<file path="config.mk">
export PLATFORM = sky130hd
export DESIGN_NAME = adder_amba_sequencer
export DESIGN_NICKNAME = d
export VERILOG_FILES = /design/src/rtl/adder_amba_pkg.sv /design/src/rtl/axil_single_master.sv /design/src/rtl/adder_amba_sequencer.sv
export SDC_FILE = /design/constraint.sdc
export NUM_CORES = 1
export LEC_CHECK = 0
export ABC_CLOCK_PERIOD_IN_PS = 3700
export CAP_MARGIN = 10
export CORE_AREA = 5 5 113 115
export DETAILED_ROUTE_END_ITERATION = 16
export DIE_AREA = 0 0 118 120
export PLACE_DENSITY = 0.91
export RECOVER_POWER = 50
export REMOVE_ABC_BUFFERS = 1
export SLEW_MARGIN = 20
export SYNTH_ARGS = -nofsm -noshare
export SYNTH_HDL_FRONTEND = slang
export SYNTH_HIERARCHICAL = 1
export SYNTH_SLANG_ARGS = --single-unit
</file>
<file path="constraint.sdc">
create_clock -name S_AXI_ACLK -period 3.7 [get_ports S_AXI_ACLK]
set_input_delay 0.74 -clock S_AXI_ACLK [delete_from_list [all_inputs] [get_ports S_AXI_ACLK]]
set_output_delay 0.74 -clock S_AXI_ACLK [all_outputs]
set_load 0.01 [all_outputs]
</file>
<file path="src/rtl/adder_amba_pkg.sv">
`default_nettype none
// ============================================================================
// Module   : adder_amba_pkg
// Brief    : Shared constants and state encoding for the adder AXI4-Lite
//            job sequencer (register map, control/status bits, FSM states).
// Revision : 1.0  initial release
// ============================================================================
package adder_amba_pkg;

  // Slave register map
  localparam logic [3:0] ADDR_R0   = 4'h0;
  localparam logic [3:0] ADDR_R1   = 4'h4;
  localparam logic [3:0] ADDR_R2   = 4'h8;
  localparam logic [3:0] ADDR_CTRL = 4'hC;

  // Control / status bit positions
  localparam int CTRL_START_BIT = 0;
  localparam int CTRL_OP_BIT    = 1;
  localparam int STAT_DONE_BIT  = 31;

  localparam logic [1:0] RESP_OKAY = 2'b00;

  typedef enum logic [2:0] {
    S_IDLE    = 3'd0,
    S_WR_R0   = 3'd1,
    S_WR_R1   = 3'd2,
    S_WR_CTRL = 3'd3,
    S_POLL    = 3'd4,
    S_RD_RES  = 3'd5,
    S_FINISH  = 3'd6
  } seq_state_t;

endpackage
`default_nettype wire

</file>
<file path="src/rtl/axil_single_master.sv">
`default_nettype none
// ============================================================================
// Module   : axil_single_master
// Brief    : One-shot AXI4-Lite master. Accepts a single read or write
//            request, runs all channel handshakes and pulses o_done in the
//            cycle the B or R handshake completes, with rdata/resp valid then.
// Revision : 1.0  initial release
// ============================================================================
module axil_single_master
  import adder_amba_pkg::*;
#(
  parameter int DW = 32,
  parameter int AW = 4
) (
  input  logic            clk,
  input  logic            rst_n,
  input  logic            i_req,
  input  logic            i_req_write,
  input  logic [AW-1:0]   i_req_addr,
  input  logic [DW-1:0]   i_req_wdata,
  output logic            o_done,
  output logic [DW-1:0]   o_rdata,
  output logic [1:0]      o_resp,
  output logic [AW-1:0]   M_AXI_AWADDR,
  output logic [2:0]      M_AXI_AWPROT,
  output logic            M_AXI_AWVALID,
  input  logic            M_AXI_AWREADY,
  output logic [DW-1:0]   M_AXI_WDATA,
  output logic [DW/8-1:0] M_AXI_WSTRB,
  output logic            M_AXI_WVALID,
  input  logic            M_AXI_WREADY,
  input  logic [1:0]      M_AXI_BRESP,
  input  logic            M_AXI_BVALID,
  output logic            M_AXI_BREADY,
  output logic [AW-1:0]   M_AXI_ARADDR,
  output logic [2:0]      M_AXI_ARPROT,
  output logic            M_AXI_ARVALID,
  input  logic            M_AXI_ARREADY,
  input  logic [DW-1:0]   M_AXI_RDATA,
  input  logic [1:0]      M_AXI_RRESP,
  input  logic            M_AXI_RVALID,
  output logic            M_AXI_RREADY
);

  logic          r_awvalid;
  logic          r_wvalid;
  logic          r_bready;
  logic          r_wr_active;
  logic          r_arvalid;
  logic          r_rready;
  logic [AW-1:0] r_awaddr;
  logic [DW-1:0] r_wdata;
  logic [AW-1:0] r_araddr;

  // Channel handshake tracking; a new request is applied last so it wins
  // over the completion clears of the transaction ending on the same edge.
  always_ff @(posedge clk or negedge rst_n) begin
    if (!rst_n) begin
      r_awvalid   <= 1'b0;
      r_wvalid    <= 1'b0;
      r_bready    <= 1'b0;
      r_wr_active <= 1'b0;
      r_arvalid   <= 1'b0;
      r_rready    <= 1'b0;
      r_awaddr    <= '0;
      r_wdata     <= '0;
      r_araddr    <= '0;
    end else begin
      if (r_awvalid && M_AXI_AWREADY) r_awvalid <= 1'b0;
      if (r_wvalid && M_AXI_WREADY) r_wvalid <= 1'b0;
      // BREADY only once both AW and W have been accepted
      if (r_wr_active && !r_awvalid && !r_wvalid && !r_bready) r_bready <= 1'b1;
      if (r_bready && M_AXI_BVALID) begin
        r_bready    <= 1'b0;
        r_wr_active <= 1'b0;
      end
      if (r_arvalid && M_AXI_ARREADY) begin
        r_arvalid <= 1'b0;
        r_rready  <= 1'b1;
      end
      if (r_rready && M_AXI_RVALID) r_rready <= 1'b0;
      if (i_req && i_req_write) begin
        r_awvalid   <= 1'b1;
        r_wvalid    <= 1'b1;
        r_wr_active <= 1'b1;
        r_awaddr    <= i_req_addr;
        r_wdata     <= i_req_wdata;
      end else if (i_req) begin
        r_arvalid <= 1'b1;
        r_araddr  <= i_req_addr;
      end
    end
  end

  assign o_done  = (r_bready && M_AXI_BVALID) || (r_rready && M_AXI_RVALID);
  assign o_resp  = r_rready ? M_AXI_RRESP : M_AXI_BRESP;
  assign o_rdata = M_AXI_RDATA;

  assign M_AXI_AWADDR  = r_awaddr;
  assign M_AXI_AWPROT  = 3'b000;
  assign M_AXI_AWVALID = r_awvalid;
  assign M_AXI_WDATA   = r_wdata;
  assign M_AXI_WSTRB   = '1;
  assign M_AXI_WVALID  = r_wvalid;
  assign M_AXI_BREADY  = r_bready;
  assign M_AXI_ARADDR  = r_araddr;
  assign M_AXI_ARPROT  = 3'b000;
  assign M_AXI_ARVALID = r_arvalid;
  assign M_AXI_RREADY  = r_rready;

endmodule
`default_nettype wire

</file>
<file path="src/rtl/adder_amba_sequencer.sv">
`default_nettype none
// ============================================================================
// Module   : adder_amba_sequencer
// Brief    : Runs one add/sub job on the adder's AXI4-Lite slave: writes
//            operands and start, polls the done flag, reads the result.
// Revision : 1.0  initial release
// ============================================================================
module adder_amba_sequencer
  import adder_amba_pkg::*;
#(
  parameter int C_M_AXI_DATA_WIDTH = 32,
  parameter int C_M_AXI_ADDR_WIDTH = 4,
  parameter int C_POLL_MAX         = 16
) (
  input  logic                            S_AXI_ACLK,
  input  logic                            S_AXI_ARESETN,
  input  logic                            i_start,
  input  logic                            i_op,
  input  logic [C_M_AXI_DATA_WIDTH-1:0]   i_a,
  input  logic [C_M_AXI_DATA_WIDTH-1:0]   i_b,
  output logic                            o_busy,
  output logic                            o_done,
  output logic [C_M_AXI_DATA_WIDTH-1:0]   o_result,
  output logic                            o_err,
  output logic [C_M_AXI_ADDR_WIDTH-1:0]   M_AXI_AWADDR,
  output logic [2:0]                      M_AXI_AWPROT,
  output logic                            M_AXI_AWVALID,
  input  logic                            M_AXI_AWREADY,
  output logic [C_M_AXI_DATA_WIDTH-1:0]   M_AXI_WDATA,
  output logic [C_M_AXI_DATA_WIDTH/8-1:0] M_AXI_WSTRB,
  output logic                            M_AXI_WVALID,
  input  logic                            M_AXI_WREADY,
  input  logic [1:0]                      M_AXI_BRESP,
  input  logic                            M_AXI_BVALID,
  output logic                            M_AXI_BREADY,
  output logic [C_M_AXI_ADDR_WIDTH-1:0]   M_AXI_ARADDR,
  output logic [2:0]                      M_AXI_ARPROT,
  output logic                            M_AXI_ARVALID,
  input  logic                            M_AXI_ARREADY,
  input  logic [C_M_AXI_DATA_WIDTH-1:0]   M_AXI_RDATA,
  input  logic [1:0]                      M_AXI_RRESP,
  input  logic                            M_AXI_RVALID,
  output logic                            M_AXI_RREADY
);

  localparam int DW = C_M_AXI_DATA_WIDTH;
  localparam int AW = C_M_AXI_ADDR_WIDTH;
  localparam int CW = $clog2(C_POLL_MAX + 1);

  seq_state_t    r_state;
  seq_state_t    w_next;
  logic          r_op;
  logic [DW-1:0] r_b;
  logic [DW-1:0] r_result;
  logic          r_err;
  logic [CW-1:0] r_poll_cnt;

  logic          w_req;
  logic          w_req_write;
  logic [AW-1:0] w_req_addr;
  logic [DW-1:0] w_req_wdata;
  logic [DW-1:0] w_ctrl_word;
  logic          w_set_err;
  logic          w_load_result;
  logic          w_poll_inc;
  logic          w_poll_clr;
  logic          w_m_done;
  logic [DW-1:0] w_m_rdata;
  logic [1:0]    w_m_resp;
  logic          w_resp_ok;

  assign w_resp_ok = (w_m_resp == RESP_OKAY);

  // Control word that launches the slave: start bit plus operation select
  always_comb begin
    w_ctrl_word                 = '0;
    w_ctrl_word[CTRL_START_BIT] = 1'b1;
    w_ctrl_word[CTRL_OP_BIT]    = r_op;
  end

  // Job state register
  always_ff @(posedge S_AXI_ACLK or negedge S_AXI_ARESETN) begin
    if (!S_AXI_ARESETN) r_state <= S_IDLE;
    else                r_state <= w_next;
  end

  // Next state; each bus request is issued on the edge that enters its state
  always_comb begin
    w_next        = r_state;
    w_req         = 1'b0;
    w_req_write   = 1'b0;
    w_req_addr    = '0;
    w_req_wdata   = '0;
    w_set_err     = 1'b0;
    w_load_result = 1'b0;
    w_poll_inc    = 1'b0;
    w_poll_clr    = 1'b0;
    case (r_state)
      S_IDLE: if (i_start) begin
        w_next      = S_WR_R0;
        w_req       = 1'b1;
        w_req_write = 1'b1;
        w_req_addr  = AW'(ADDR_R0);
        w_req_wdata = i_a;
      end
      S_WR_R0: if (w_m_done) begin
        if (!w_resp_ok) begin
          w_next    = S_FINISH;
          w_set_err = 1'b1;
        end else begin
          w_next      = S_WR_R1;
          w_req       = 1'b1;
          w_req_write = 1'b1;
          w_req_addr  = AW'(ADDR_R1);
          w_req_wdata = r_b;
        end
      end
      S_WR_R1: if (w_m_done) begin
        if (!w_resp_ok) begin
          w_next    = S_FINISH;
          w_set_err = 1'b1;
        end else begin
          w_next      = S_WR_CTRL;
          w_req       = 1'b1;
          w_req_write = 1'b1;
          w_req_addr  = AW'(ADDR_CTRL);
          w_req_wdata = w_ctrl_word;
        end
      end
      S_WR_CTRL: if (w_m_done) begin
        if (!w_resp_ok) begin
          w_next    = S_FINISH;
          w_set_err = 1'b1;
        end else begin
          w_next     = S_POLL;
          w_req      = 1'b1;
          w_req_addr = AW'(ADDR_CTRL);
          w_poll_clr = 1'b1;
        end
      end
      S_POLL: if (w_m_done) begin
        if (!w_resp_ok) begin
          w_next    = S_FINISH;
          w_set_err = 1'b1;
        end else if (w_m_rdata[STAT_DONE_BIT]) begin
          w_next     = S_RD_RES;
          w_req      = 1'b1;
          w_req_addr = AW'(ADDR_R2);
        end else if (r_poll_cnt == CW'(C_POLL_MAX - 1)) begin
          // this was the last permitted status read
          w_next    = S_FINISH;
          w_set_err = 1'b1;
        end else begin
          w_req      = 1'b1;
          w_req_addr = AW'(ADDR_CTRL);
          w_poll_inc = 1'b1;
        end
      end
      S_RD_RES: if (w_m_done) begin
        w_next = S_FINISH;
        if (!w_resp_ok) w_set_err = 1'b1;
        else            w_load_result = 1'b1;
      end
      S_FINISH: w_next = S_IDLE;
      default:  w_next = S_IDLE;
    endcase
  end

  // Job datapath: latched operands, error flag, result and poll counter
  always_ff @(posedge S_AXI_ACLK or negedge S_AXI_ARESETN) begin
    if (!S_AXI_ARESETN) begin
      r_op       <= 1'b0;
      r_b        <= '0;
      r_err      <= 1'b0;
      r_result   <= '0;
      r_poll_cnt <= '0;
    end else begin
      if (r_state == S_IDLE && i_start) begin
        r_op  <= i_op;
        r_b   <= i_b;
        r_err <= 1'b0;
      end
      if (w_set_err)     r_err    <= 1'b1;
      if (w_load_result) r_result <= w_m_rdata;
      if (w_poll_clr)      r_poll_cnt <= '0;
      else if (w_poll_inc) r_poll_cnt <= r_poll_cnt + CW'(1);
    end
  end

  assign o_busy   = (r_state != S_IDLE) && (r_state != S_FINISH);
  assign o_done   = (r_state == S_FINISH);
  assign o_err    = r_err && (r_state == S_FINISH);
  assign o_result = r_result;

  axil_single_master #(
    .DW (DW),
    .AW (AW)
  ) u_master (
    .clk           (S_AXI_ACLK),
    .rst_n         (S_AXI_ARESETN),
    .i_req         (w_req),
    .i_req_write   (w_req_write),
    .i_req_addr    (w_req_addr),
    .i_req_wdata   (w_req_wdata),
    .o_done        (w_m_done),
    .o_rdata       (w_m_rdata),
    .o_resp        (w_m_resp),
    .M_AXI_AWADDR  (M_AXI_AWADDR),
    .M_AXI_AWPROT  (M_AXI_AWPROT),
    .M_AXI_AWVALID (M_AXI_AWVALID),
    .M_AXI_AWREADY (M_AXI_AWREADY),
    .M_AXI_WDATA   (M_AXI_WDATA),
    .M_AXI_WSTRB   (M_AXI_WSTRB),
    .M_AXI_WVALID  (M_AXI_WVALID),
    .M_AXI_WREADY  (M_AXI_WREADY),
    .M_AXI_BRESP   (M_AXI_BRESP),
    .M_AXI_BVALID  (M_AXI_BVALID),
    .M_AXI_BREADY  (M_AXI_BREADY),
    .M_AXI_ARADDR  (M_AXI_ARADDR),
    .M_AXI_ARPROT  (M_AXI_ARPROT),
    .M_AXI_ARVALID (M_AXI_ARVALID),
    .M_AXI_ARREADY (M_AXI_ARREADY),
    .M_AXI_RDATA   (M_AXI_RDATA),
    .M_AXI_RRESP   (M_AXI_RRESP),
    .M_AXI_RVALID  (M_AXI_RVALID),
    .M_AXI_RREADY  (M_AXI_RREADY)
  );

endmodule
`default_nettype wire
</file>
==> summary.txt <==
STA
  – Max-slew violation count: 104
  – Number of failing setup endpoints in the final timing report: 0
  – Post-route fraction of the period consumed by the critical path: 0.815
  – Setup Total Neg Slack: 0 ns
  – Minimum setup slack in the final design: 0.684 ns
  – Worst-Margin Slew: 1.69 ns
  – Skew final: 0.00744 ns
  – Fmax: 332 MHz
  – Relative slew margins: -0.126
  – Final Hold Vio Count: 0
  – Crit path time final: 3.02 ns
  – Unrepaired setup endpoints after global routing: no

Placed design
  – Count of input and output buffers: 188
  – Place WS: 0.547 ns
  – Placed cells: 770
  – Estimated wirelength of the detail-placed design: 10.1 mm
  – GPL Wtd Cong: 0.838

Pwr
  – Part of the power in registers: 0.388
  – Comb pwr share: 0.350
  – Switch share: 0.321
  – Max VDD drop: 0.000334 V
  – Clock group share of total power: 0.263
  – Power dissipated by switching net loads: 1.78 mW
  – Leak pwr: 3.83 nW
  – Power density over cell area: 712 nW/um^2
  – Internal Dissipation: 3.77 mW

Logic synthesis
  – Primary FF master, synth: dfrtp_1
  – Cell types occupying the most area after synthesis: dfrtp_1 54%, mux2_2 11%, nand2_1 7.8%
  – Number of instances in the synthesized netlist: 483
  – EDFF count, synth: 0
  – Ys async rst share: 1.00
  – Sequential-to-total area share from yosys stat: 0.541
  – Synthesized flop and latch total: 120
  – Distinct cells, synth: 45
  – Cell type contributing the most total cell area after synthesis: dfrtp_1
  – Area of the mapped netlist: 5550 sq um
  – Post-Synthesis Mean Instance Area: 11.5 sq um
  – Number of warning messages in the yosys log: 6
  – Proportion of netlist area held by the largest area contributor: 0.541

Worst setup path
  – Endpoint class of the critical path: output port
  – Worst setup path class: reg -> out
  – Crit-path max FO: 11
  – Worst Path Arrival: 2.28 ns
  – Crit start category: flip-flop
  – Critical Path RT: 2.96 ns
  – Reg-to-reg startpoint: r_state[1]$_DFFE_PN0P_
  – Start point of the critical path: r_state[2]$_DFFE_PN0P_

Finish
  – Most frequent standard cell in the layout excluding fill and tap cells: clkdlybuf4s50_1
  – Most used cells in the layout excluding fill and tap cells: 149 x clkdlybuf4s50_1, 120 x dfrtp_1, 114 x nand2_1
  – Fin cells: 802
  – Final Net Count: 753
  – Filler instances: 881
  – Area Overhead vs Synth: 40.4%
  – Diodes inserted: 0
  – Layout cells sized above 1: 0.186

Floorplan
  – Floorplan die height: 120 um
  – Core outline area: 11700 sq um
  – Die outline width: 118 um
  – Die Area: 14200 sq um
  – Number of placed I/O pins: 199
  – Number of standard-cell rows in the floorplan: 40
  – Effective utilization at floorplan: 0.474

Detailed routing
  – Residual DRC: 0
  – Total wire length: 13.6 mm
  – DRC violation total after the first TritonRoute iteration: 164
  – Count of antenna-violating nets left after detailed routing: 0
  – Avg WL per Cell: 17.0 um
  – Vias after detailed routing: 4024
  – Via count normalized by instance count: 5.02
  – DRT Pass-1 Iters: 4

GRT
  – Total congestion overflow: 0
  – First-pass GRT wire length: 22.3 mm
  – Gr usage total: 0.195
  – Pin count of the biggest net entering global routing: 68
  – Vias in the first global route: 4371
  – Number of antenna violations at the first check in global routing: 0

Run status
  – Violated checks: max-capacitance violations, max-slew violations
  – Run status: complete, but fails checks

Clocking
  – Clock transition at the registers of the reported paths: 0.06 ns
  – CTS resizes: 0
  – Number of clock sinks: 120
  – Clock tree from TritonCTS: yes
  – Source-to-sink clock delay at the later pin of the worst-skew pair: 0.40 ns
  – Number of buffers on the longest clock path: 2
  – Hold-fix buffer count after cts: 0
  – Clock buffer count from CTS: 17
  – Post-CTS Setup Bufs: 0
  – Clk root buf: clkbuf_16
  – Number of H-tree levels: 4

Hold path
  – Worst min-delay path class: in -> async

Job
  – Max capacitance violation total: 2
-- cell families (layout without fill, tap and decap cells) --
| group | after synthesis | after routing | synth area share |
|---|---|---|---|
| adders and majority gates | 3 | 3 | 0.00631 |
| AOI/OAI and AO/OA | 56 | 56 | 0.0798 |
| xor gates and xnor gates | 4 | 4 | 0.00631 |
| DFF | 120 | 120 | 0.541 |
| other | 3 | 14 | 0.00203 |
| and+or+nand+nor | 147 | 147 | 0.113 |
| muxes | 75 | 75 | 0.164 |
| buffers and inverters | 75 | 236 | 0.0875 |
-- worst max-delay path: stages, from the launching register on --
cell             delay, ns
dfrtp_1               0.58
inv_1                 0.19
nand2_1               0.22
inv_1                 0.06
or3_1                 0.34
clkdlybuf4s50_1       0.49
-- flip-flops by register name (all words and copies together), names as in the netlist --
name and cells:
r_err 1, r_poll_cnt 5, r_state 3, u_master/M_AXI_RREADY 1, u_master/M_AXI_AWADDR 4, u_master/M_AXI_WDATA 32
r_op 1, o_result 32, u_master/M_AXI_BREADY 1, u_master/M_AXI_AWVALID 1, u_master/M_AXI_WVALID 1, u_master/M_AXI_ARADDR 4
u_master/r_wr_active 1, r_b 32, u_master/M_AXI_ARVALID 1
-- synth_stat cells (6+ instances only) --
library cell  count
a21oi_1           6
a22o_1           31
buf_2            15
buf_4            43
dfrtp_1         120
inv_1             8
mux2_2           56
mux2_4           18
nand2_1         115
nand3_1           6
nor2_1            9
o21ai_0           7
-- layout make-up --
| type | count | area [sq um] | area share |
|---|---|---|---|
| clock buffers | 18 | 429 | 0.0551 |
| clock inverters | 14 | 103 | 0.0132 |
| repair buffers | 196 | 1930 | 0.248 |
| inverters | 8 | 30.0 | 0.00385 |
| well taps | 147 | 184 | 0.0236 |
| multi-input cells | 299 | 2110 | 0.271 |
| flip-flops and latches | 120 | 3000 | 0.385 |
-- stage by stage --
stage	area (sq um)	hold WS (ns)	power, mW	util
finish	7790	0.373	5.55	0.666
global route	7790	0.410	5.89	0.666
CTS	7810	0.400	5.67	0.667
detailed placement	7280	0.463	4.18	0.622
global placement	7280	0.458	4.08	0.622
floorplan	5140	0.442	3.09	-
-- final timing paths --
kind / to / slack [ns] / cells after the start
setup / recovery: o_busy / 0.68 / 5
hold / removal: o_result[12]$_DFFE_PN0P_ / 0.37 / 1
setup reg to reg: r_state[0]$_DFFE_PN0P_ / 0.80 / 5
hold reg to reg: r_b[26]$_DFFE_PN0P_ / 0.48 / 2
min in group S_AXI_ACLK: r_b[26]$_DFFE_PN0P_ / 0.48 / 2
max in group asynchronous: r_b[15]$_DFFE_PN0P_ / 1.34 / 2
-- power by group through the flow --
stage | clock (mW) | combinational (mW) | sequential, mW
final | 1.46 | 1.94 | 2.15
after global routing | 1.56 | 2.12 | 2.21
after CTS | 1.49 | 2.02 | 2.16
after detailed placement | 0 | 2.01 | 2.17
after global placement | 0 | 1.94 | 2.13
after floorplan | 0 | 0.863 | 2.23
-- metal layers --
layer,up-vias,global-route usage,part of all wire
li1,1902,-,-
met1,1949,0.236,0.42
met2,161,0.337,0.50
met3,12,0.0631,0.067
met4,0,0.0516,0.0089
met5,-,0,0
No activity file was read; power rests on OpenSTA's default activity.
